==> config.mk <==
export PLATFORM = sky130hd
export DESIGN_NAME = pipe_if_stage
export DESIGN_NICKNAME = d
export VERILOG_FILES = /design/src/rtl/pipe_if_stage.sv
export SDC_FILE = /design/constraint.sdc
export NUM_CORES = 1
export LEC_CHECK = 0
export CORE_ASPECT_RATIO = 0.6
export CORE_MARGIN = 8
export CORE_UTILIZATION = 48
export CTS_CLUSTER_SIZE = 24
export DETAILED_ROUTE_END_ITERATION = 7
export GPL_TIMING_DRIVEN = 0
export MAX_ROUTING_LAYER = met4
export PLACE_DENSITY = 0.81
export REMOVE_ABC_BUFFERS = 1
export SLEW_MARGIN = 20
export SYNTH_ARGS = -nofsm -noshare
export SYNTH_HDL_FRONTEND = slang
export SYNTH_SLANG_ARGS = --single-unit
==> constraint.sdc <==
create_clock -name clk -period 3.2 [get_ports clk]
set_input_delay 0.96 -clock clk [delete_from_list [all_inputs] [get_ports clk]]
set_output_delay 0.96 -clock clk [all_outputs]
set_load 0.005 [all_outputs]
==> src/rtl/pipe_if_stage.sv <==
// Instruction-fetch stage with IF/ID register: PC, redirect handling, stall/flush counters.
// A taken redirect squashes the fetched word into a bubble since there is no delay slot.
module pipe_if_stage #(
  parameter logic [31:0] RESET_PC = 32'h0000_0000,
  parameter int          CNT_W    = 32
) (
  input  logic             clk,
  input  logic             rst,
  input  logic             MIO_ready,
  input  logic             shouldStall,
  input  logic             shouldJumpOrBranch,
  input  logic             jump,
  input  logic             jumpRs,
  input  logic [31:0]      id_rsData,
  input  logic             cp0_redirect,
  input  logic [31:0]      cp0_target,
  output logic [31:0]      imem_addr,
  input  logic [31:0]      imem_rdata,
  output logic [31:0]      id_instruction,
  output logic [31:0]      id_pc,
  output logic [31:0]      id_pc_plus4,
  output logic             id_valid,
  output logic [CNT_W-1:0] stall_count,
  output logic [CNT_W-1:0] flush_count
);

  localparam logic [CNT_W-1:0] CNT_ONE = {{(CNT_W-1){1'b0}}, 1'b1};

  logic [31:0]      r_pc;
  logic [31:0]      r_instr;
  logic [31:0]      r_idPc;
  logic [31:0]      r_idPcPlus4;
  logic             r_valid;
  logic [CNT_W-1:0] r_stallCnt;
  logic [CNT_W-1:0] r_flushCnt;

  logic [31:0] w_pcPlus4;
  logic [15:0] w_imm;
  logic [31:0] w_branchTarget;
  logic [31:0] w_jumpTarget;
  logic [31:0] w_jrTarget;
  logic [31:0] w_cp0Target;
  logic [31:0] w_redirectTarget;

  // All targets derive from the instruction currently sitting in IF/ID.
  assign w_pcPlus4      = r_pc + 32'd4;
  assign w_imm          = r_instr[15:0];
  assign w_branchTarget = r_idPcPlus4 + {{14{w_imm[15]}}, w_imm, 2'b00};
  assign w_jumpTarget   = {r_idPcPlus4[31:28], r_instr[25:0], 2'b00};
  assign w_jrTarget     = {id_rsData[31:2], 2'b00};
  assign w_cp0Target    = {cp0_target[31:2], 2'b00};

  always_comb begin
    w_redirectTarget = w_branchTarget;
    if (jumpRs)
      w_redirectTarget = w_jrTarget;
    else if (jump)
      w_redirectTarget = w_jumpTarget;
  end

  // CP0 outranks the hazard stall; the ID redirect only acts on an unstalled cycle.
  always_ff @(posedge clk) begin
    if (rst) begin
      r_pc        <= RESET_PC;
      r_instr     <= 32'h0;
      r_idPc      <= 32'h0;
      r_idPcPlus4 <= 32'h0;
      r_valid     <= 1'b0;
      r_stallCnt  <= '0;
      r_flushCnt  <= '0;
    end else if (MIO_ready) begin
      if (cp0_redirect) begin
        r_pc       <= w_cp0Target;
        r_instr    <= 32'h0;
        r_valid    <= 1'b0;
        r_flushCnt <= r_flushCnt + CNT_ONE;
      end else if (shouldStall) begin
        r_stallCnt <= r_stallCnt + CNT_ONE;
      end else if (shouldJumpOrBranch) begin
        r_pc       <= w_redirectTarget;
        r_instr    <= 32'h0;
        r_valid    <= 1'b0;
        r_flushCnt <= r_flushCnt + CNT_ONE;
      end else begin
        r_pc        <= w_pcPlus4;
        r_instr     <= imem_rdata;
        r_idPc      <= r_pc;
        r_idPcPlus4 <= w_pcPlus4;
        r_valid     <= 1'b1;
      end
    end
  end

  assign imem_addr      = r_pc;
  assign id_instruction = r_instr;
  assign id_pc          = r_idPc;
  assign id_pc_plus4    = r_idPcPlus4;
  assign id_valid       = r_valid;
  assign stall_count    = r_stallCnt;
  assign flush_count    = r_flushCnt;

endmodule

## Word level (Yosys, flattened, before mapping)

Index checks and enable logic that the tools add are counted.

| cells by class | value |
|---|---|
| reduce and logical (&&, ||, !) cells | 5 |
| equality and inequality tests | 1 |
| muxes and demuxes | 14 |
| add/sub/neg operators | 4 |
| bitwise logic cells | 3 |

Operators by type and width:

| operator | count |
|---|---|
| 32-bit two-way mux | 11 |
| 32-bit by 1-bit adder with 32-bit output, second input constant | 2 |
| 32-bit by 3-bit adder with 32-bit output, second input constant | 1 |
| 32-bit adder | 1 |
| 3-bit AND reduction | 2 |
| 4-bit AND reduction | 1 |
| 1-bit two-way mux | 3 |
| 1-bit NOT | 3 |
| 2-bit by 1-bit != test with 1-bit output, second input constant | 1 |
| 2-bit AND reduction | 1 |
| 2-bit nonzero test | 1 |

| storage, ports and cells | value |
|---|---|
| bits of input ports | 104 |
| bits in registers | 193 |
| word-level logic and storage cells | 34 |
| output and inout port bits | 193 |

## Longest topological paths before layout

| depth | value |
|---|---|
| depth after elaboration | 6 |
| depth in mapped cells | 11 |
| gate-level depth less buffers | 10 |

## Least setup slack after synthesis

OpenSTA, ideal clock, no wires.

| timing path | value |
|---|---|
| path type | input to register |
| start | input port shouldJumpOrBranch |
| end | register r_flushCnt[31], in the netlist flush_count[31] |
| data required time | 3.072 ns |
| arrival time | 2.682 ns |
| path slack | 0.391 ns |
| setup time | 0.128 ns |
| cell stages on the path | 11 |
| path buffers | 3 |
| cells stage by stage | buf_4 nor2b_1 o21a_1 buf_4 and4_1 clkbuf_1 nand4_2 nor3_1 nand3_1 xor2_1 nor2_1 |

| on the way | value |
|---|---|
| word-level cells in the longest chain between the ends | 2 |

Ends and longest elaborated chain:

| what | RTL line | RTL |
|---|---|---|
| start, declared | 11 | `input logic shouldJumpOrBranch,` |
| 2-bit nonzero test (no line) | n/a |  |
| 3-bit AND reduction (no line) | n/a |  |
| end signal, assigned | 76 | `r_flushCnt <= r_flushCnt + CNT_ONE;` |
| end signal, assigned | 83 | `r_flushCnt <= r_flushCnt + CNT_ONE;` |
| end, declared | 35 | `logic [CNT_W-1:0] r_flushCnt;` |

Every way passes these cells.
A chain may end at the register's enable or synchronous reset.

## Final worst setup path

| timing path | value |
|---|---|
| start | register r_instr[0], in the netlist id_instruction[0] |
| end | register r_pc[28], in the netlist imem_addr[28] |

| on the way | value |
|---|---|
| word-level cells in the longest chain between the ends | 6 |

Ends and longest elaborated chain:

| what | RTL line | RTL |
|---|---|---|
| start, declared | 30 | `logic [31:0] r_instr;` |
| start signal, assigned | 86 | `r_instr <= imem_rdata;` |
| 32-bit adder | 48 | `assign w_branchTarget = r_idPcPlus4 + {{14{w_imm[15]}}, w_imm, 2'b00};` |
| 32-bit two-way mux | 57 | `else if (jump)` |
| 32-bit two-way mux | 55 | `if (jumpRs)` |
| 32-bit two-way mux | 79 | `end else if (shouldJumpOrBranch) begin` |
| 32-bit two-way mux | 77 | `end else if (shouldStall) begin` |
| 32-bit two-way mux | 72 | `if (cp0_redirect) begin` |
| end signal, assigned | 73 | `r_pc <= w_cp0Target;` |
| end signal, assigned | 80 | `r_pc <= w_redirectTarget;` |
| end signal, assigned | 85 | `r_pc <= w_pcPlus4;` |
| end, declared | 29 | `logic [31:0] r_pc;` |

Every way passes these cells. The select of a mux whose other input is x is not followed.

==> metrics.cfg <==
[run_status]
outcome=complete, no violations

[synthesis]
synth-main-ff-cell=dfxtp_1
synthesis.area_um2=10300
syn_avg_cell_area_um2=7.93
synth-edff-count=0
syn_inst=1297
ys_seq_elements=191
yosysSeqAreaShare=0.372
synth_top_area_cell=dfxtp_1
ys_warn_count=0
synth.distinct_cells=74
ys_async_sr_fraction=0
synth_area_leaders=dfxtp_1 37%, nor2_1 6.4%, nand2_1 5.8%, xor2_1 5.1%, a21oi_1 5.0%
yosys.area.top_type_share=0.372

[timing]
rsz0062_at_grt=false
hold_viol_final=0
worst_pin_slew_ns=0.889
finalCritPeriodShare=0.994
maxSlewViolCount=0
layout_min_cycle_time_ns=3.18
slew_headroom=0.403
skew_ns=0.0149
whs_ns=0.456
setup_viol_count_final=0
clock.fmax_ghz=0.314

[power]
internal_power_mw=3.87
p_seq_frac=0.471
pwr-share-comb=0.129
finalPower_mw=5.35
max-vdd-ir-drop_uv=374
swShare=0.277
clkPwrFrac=0.401
p_per_area_nw_per_um2=379
p_switching_mw=1.48
leakage_nw=5.14

[route]
wl_per_cell_um=21.8
vias_per_cell=5.96
drtIter0Drc=1169
wirelength_um=40000
drtPass1Iterations=5
drcViolationCount=0
vias=11000
postRouteAntennaNets=0

[global_routing]
track_usage=0.299
grt_max_degree=113
grt.overflow.total=0
antenna_found_initial=1
grt_pass1_vias=10400
grt_pass1_wl_um=60800

[clocking]
cts_tree=yes
cts_root_buf=clkbuf_16
hold_buffers=0
cts_made_buffers=17
path_clk_slew_ns=0.08
clock_path_buffers=2
cts_sinks=191
htree_levels=4
clock_latency_ns=0.45

[floorplan]
initial_utilization=0.489
die_h_um=129
ios=297
design.die.area_um2=26500
die_w_um=205
fp.coreArea_um2=21000
fp-row-count=41

[setup_path]
criticalPathCategory=reg -> reg
startpoint_type=register
cp_max_fo=5
worstPathRequired_ns=3.59
cp-end-kind=register
crit_arrival_ns=3.57
r2r_slack_ns=0.02

[worst_hold_path]
hold_path.class=reg -> reg

[place]
hpwl_um=29300
port_buffers=292
gp_congestion=0.979

[cells_and_area]
layout_common_cells=286 x clkdlybuf4s50_1, 190 x dfxtp_1, 171 x nor2_1, 157 x nand2_1, 102 x a21oi_1
drive_above_1_share=0.0635
fin_nets=1684
syn2layout_area_growth_pct=37.3
final_common_cell=clkdlybuf4s50_1

[flow_run]
max_cap_viol_count=0

[layer usage]
layer,GRT usage,vias to the layer above,share of wire
met5,-,-,0
met4,0.0879,0,0.022
met3,0.0753,70,0.095
met2,0.426,537,0.43
met1,0.413,5220,0.45
li1,-,5141,-
[cell families (layout without fill, tap and decap cells)]
group | count (synthesis) | count (layout) | synth area share
XOR/XNOR | 99 | 99 | 0.0843
other | 0 | 1 | 0
multiplexers | 9 | 9 | 0.00900
buffers and inverters | 101 | 364 | 0.0395
AO/OA/AOI/OAI | 339 | 339 | 0.219
adder cells (fa/ha/maj) | 33 | 33 | 0.0409
flip-flops | 191 | 191 | 0.372
AND/OR/NAND/NOR | 525 | 525 | 0.236
[cells in the mapped netlist, types with 5 or more instances]
cell,n
nand2_1,159
o221ai_1,8
nand3_1,49
o22ai_1,6
nor2b_1,6
buf_1,8
xor2_1,60
o21ai_0,47
nand4_1,16
xnor2_1,39
buf_4,6
a21o_1,18
or3_1,13
and4_1,10
inv_1,15
a211oi_1,31
clkbuf_1,67
mux2i_1,7
dfxtp_1,191
nand2b_1,13
ha_1,32
nor4_1,6
nor3_1,25
nor2_1,176
o211ai_1,15
a31oi_1,14
a311oi_1,7
o31ai_1,5
and3_1,26
a21oi_1,102
and2_1,10
a22oi_1,31
[metrics by stage]
stage               std cells  setup WS, ns  area, um2   util  TNS (ns)
floorplan                1212         -7.90       9940      -   -705.92
global placement         1783        -15.31      13200  0.628  -1768.45
detailed placement       1802         -1.56      13400  0.636   -101.56
CTS                      1837        0.0396      14000  0.667         0
global route             1840       0.00139      14100  0.671         0
finish                   1840        0.0193      14100  0.671         0
[worst paths after layout]
path / startpoint / endpoint / cells after the start
setup reg to reg: id_instruction[0] / imem_addr[28] / 10
setup / recovery: id_instruction[0] / imem_addr[28] / 10
hold / removal: id_pc[20] / id_pc[20] / 2
hold reg to reg: id_pc[20] / id_pc[20] / 2
[worst max-delay path: stages (launching register included)]
cell and delay (ns):
dfxtp_1 0.36, ha_1 0.25, fa_1 0.41, a21o_1 0.24, a221oi_4 0.42, o22ai_4 0.17
a311o_1 0.43, nand3_1 0.14, mux2_2 0.34, o21ai_1 0.20, a22o_1 0.17
[power groups by stage]
| stage | sequential [mW] | combinational (mW) | clock, mW |
|---|---|---|---|
| final | 2.52 | 0.688 | 2.15 |
| after global routing | 2.53 | 0.737 | 2.26 |
| after CTS | 2.52 | 0.673 | 2.16 |
| after detailed placement | 2.57 | 0.662 | 0 |
| after global placement | 2.57 | 0.657 | 0 |
| after floorplan | 2.55 | 0.259 | 0 |
[state kept, by name, indices dropped and copies added, names as in the netlist]
name            count
flush_count        32
id_instruction     32
id_pc              32
id_pc_plus4        30
id_valid            1
imem_addr          32
stall_count        32
[final cells by class]
class | instances | area [um2]
fill | 1816 | 6910
multi-input combinational | 1005 | 6180
sequential | 191 | 3820
timing repair buffer | 314 | 3120
clock buffer | 19 | 443
tap | 279 | 349
clock inverter | 13 | 129
inverter | 16 | 68.8
timing repair inverter | 2 | 10.0
antenna | 1 | 2.50
[repair_timing]
action / 4_1_cts / 5_1_grt
resized for setup: 21 / 19
hold endpoints to repair: 0 / 0
pin swaps: 1 / 5
setup endpoints to repair: 108 / 33
gates cloned: 2 / 0
buffers inserted: 1 / 2
Power figures use the tool's default switching activity.
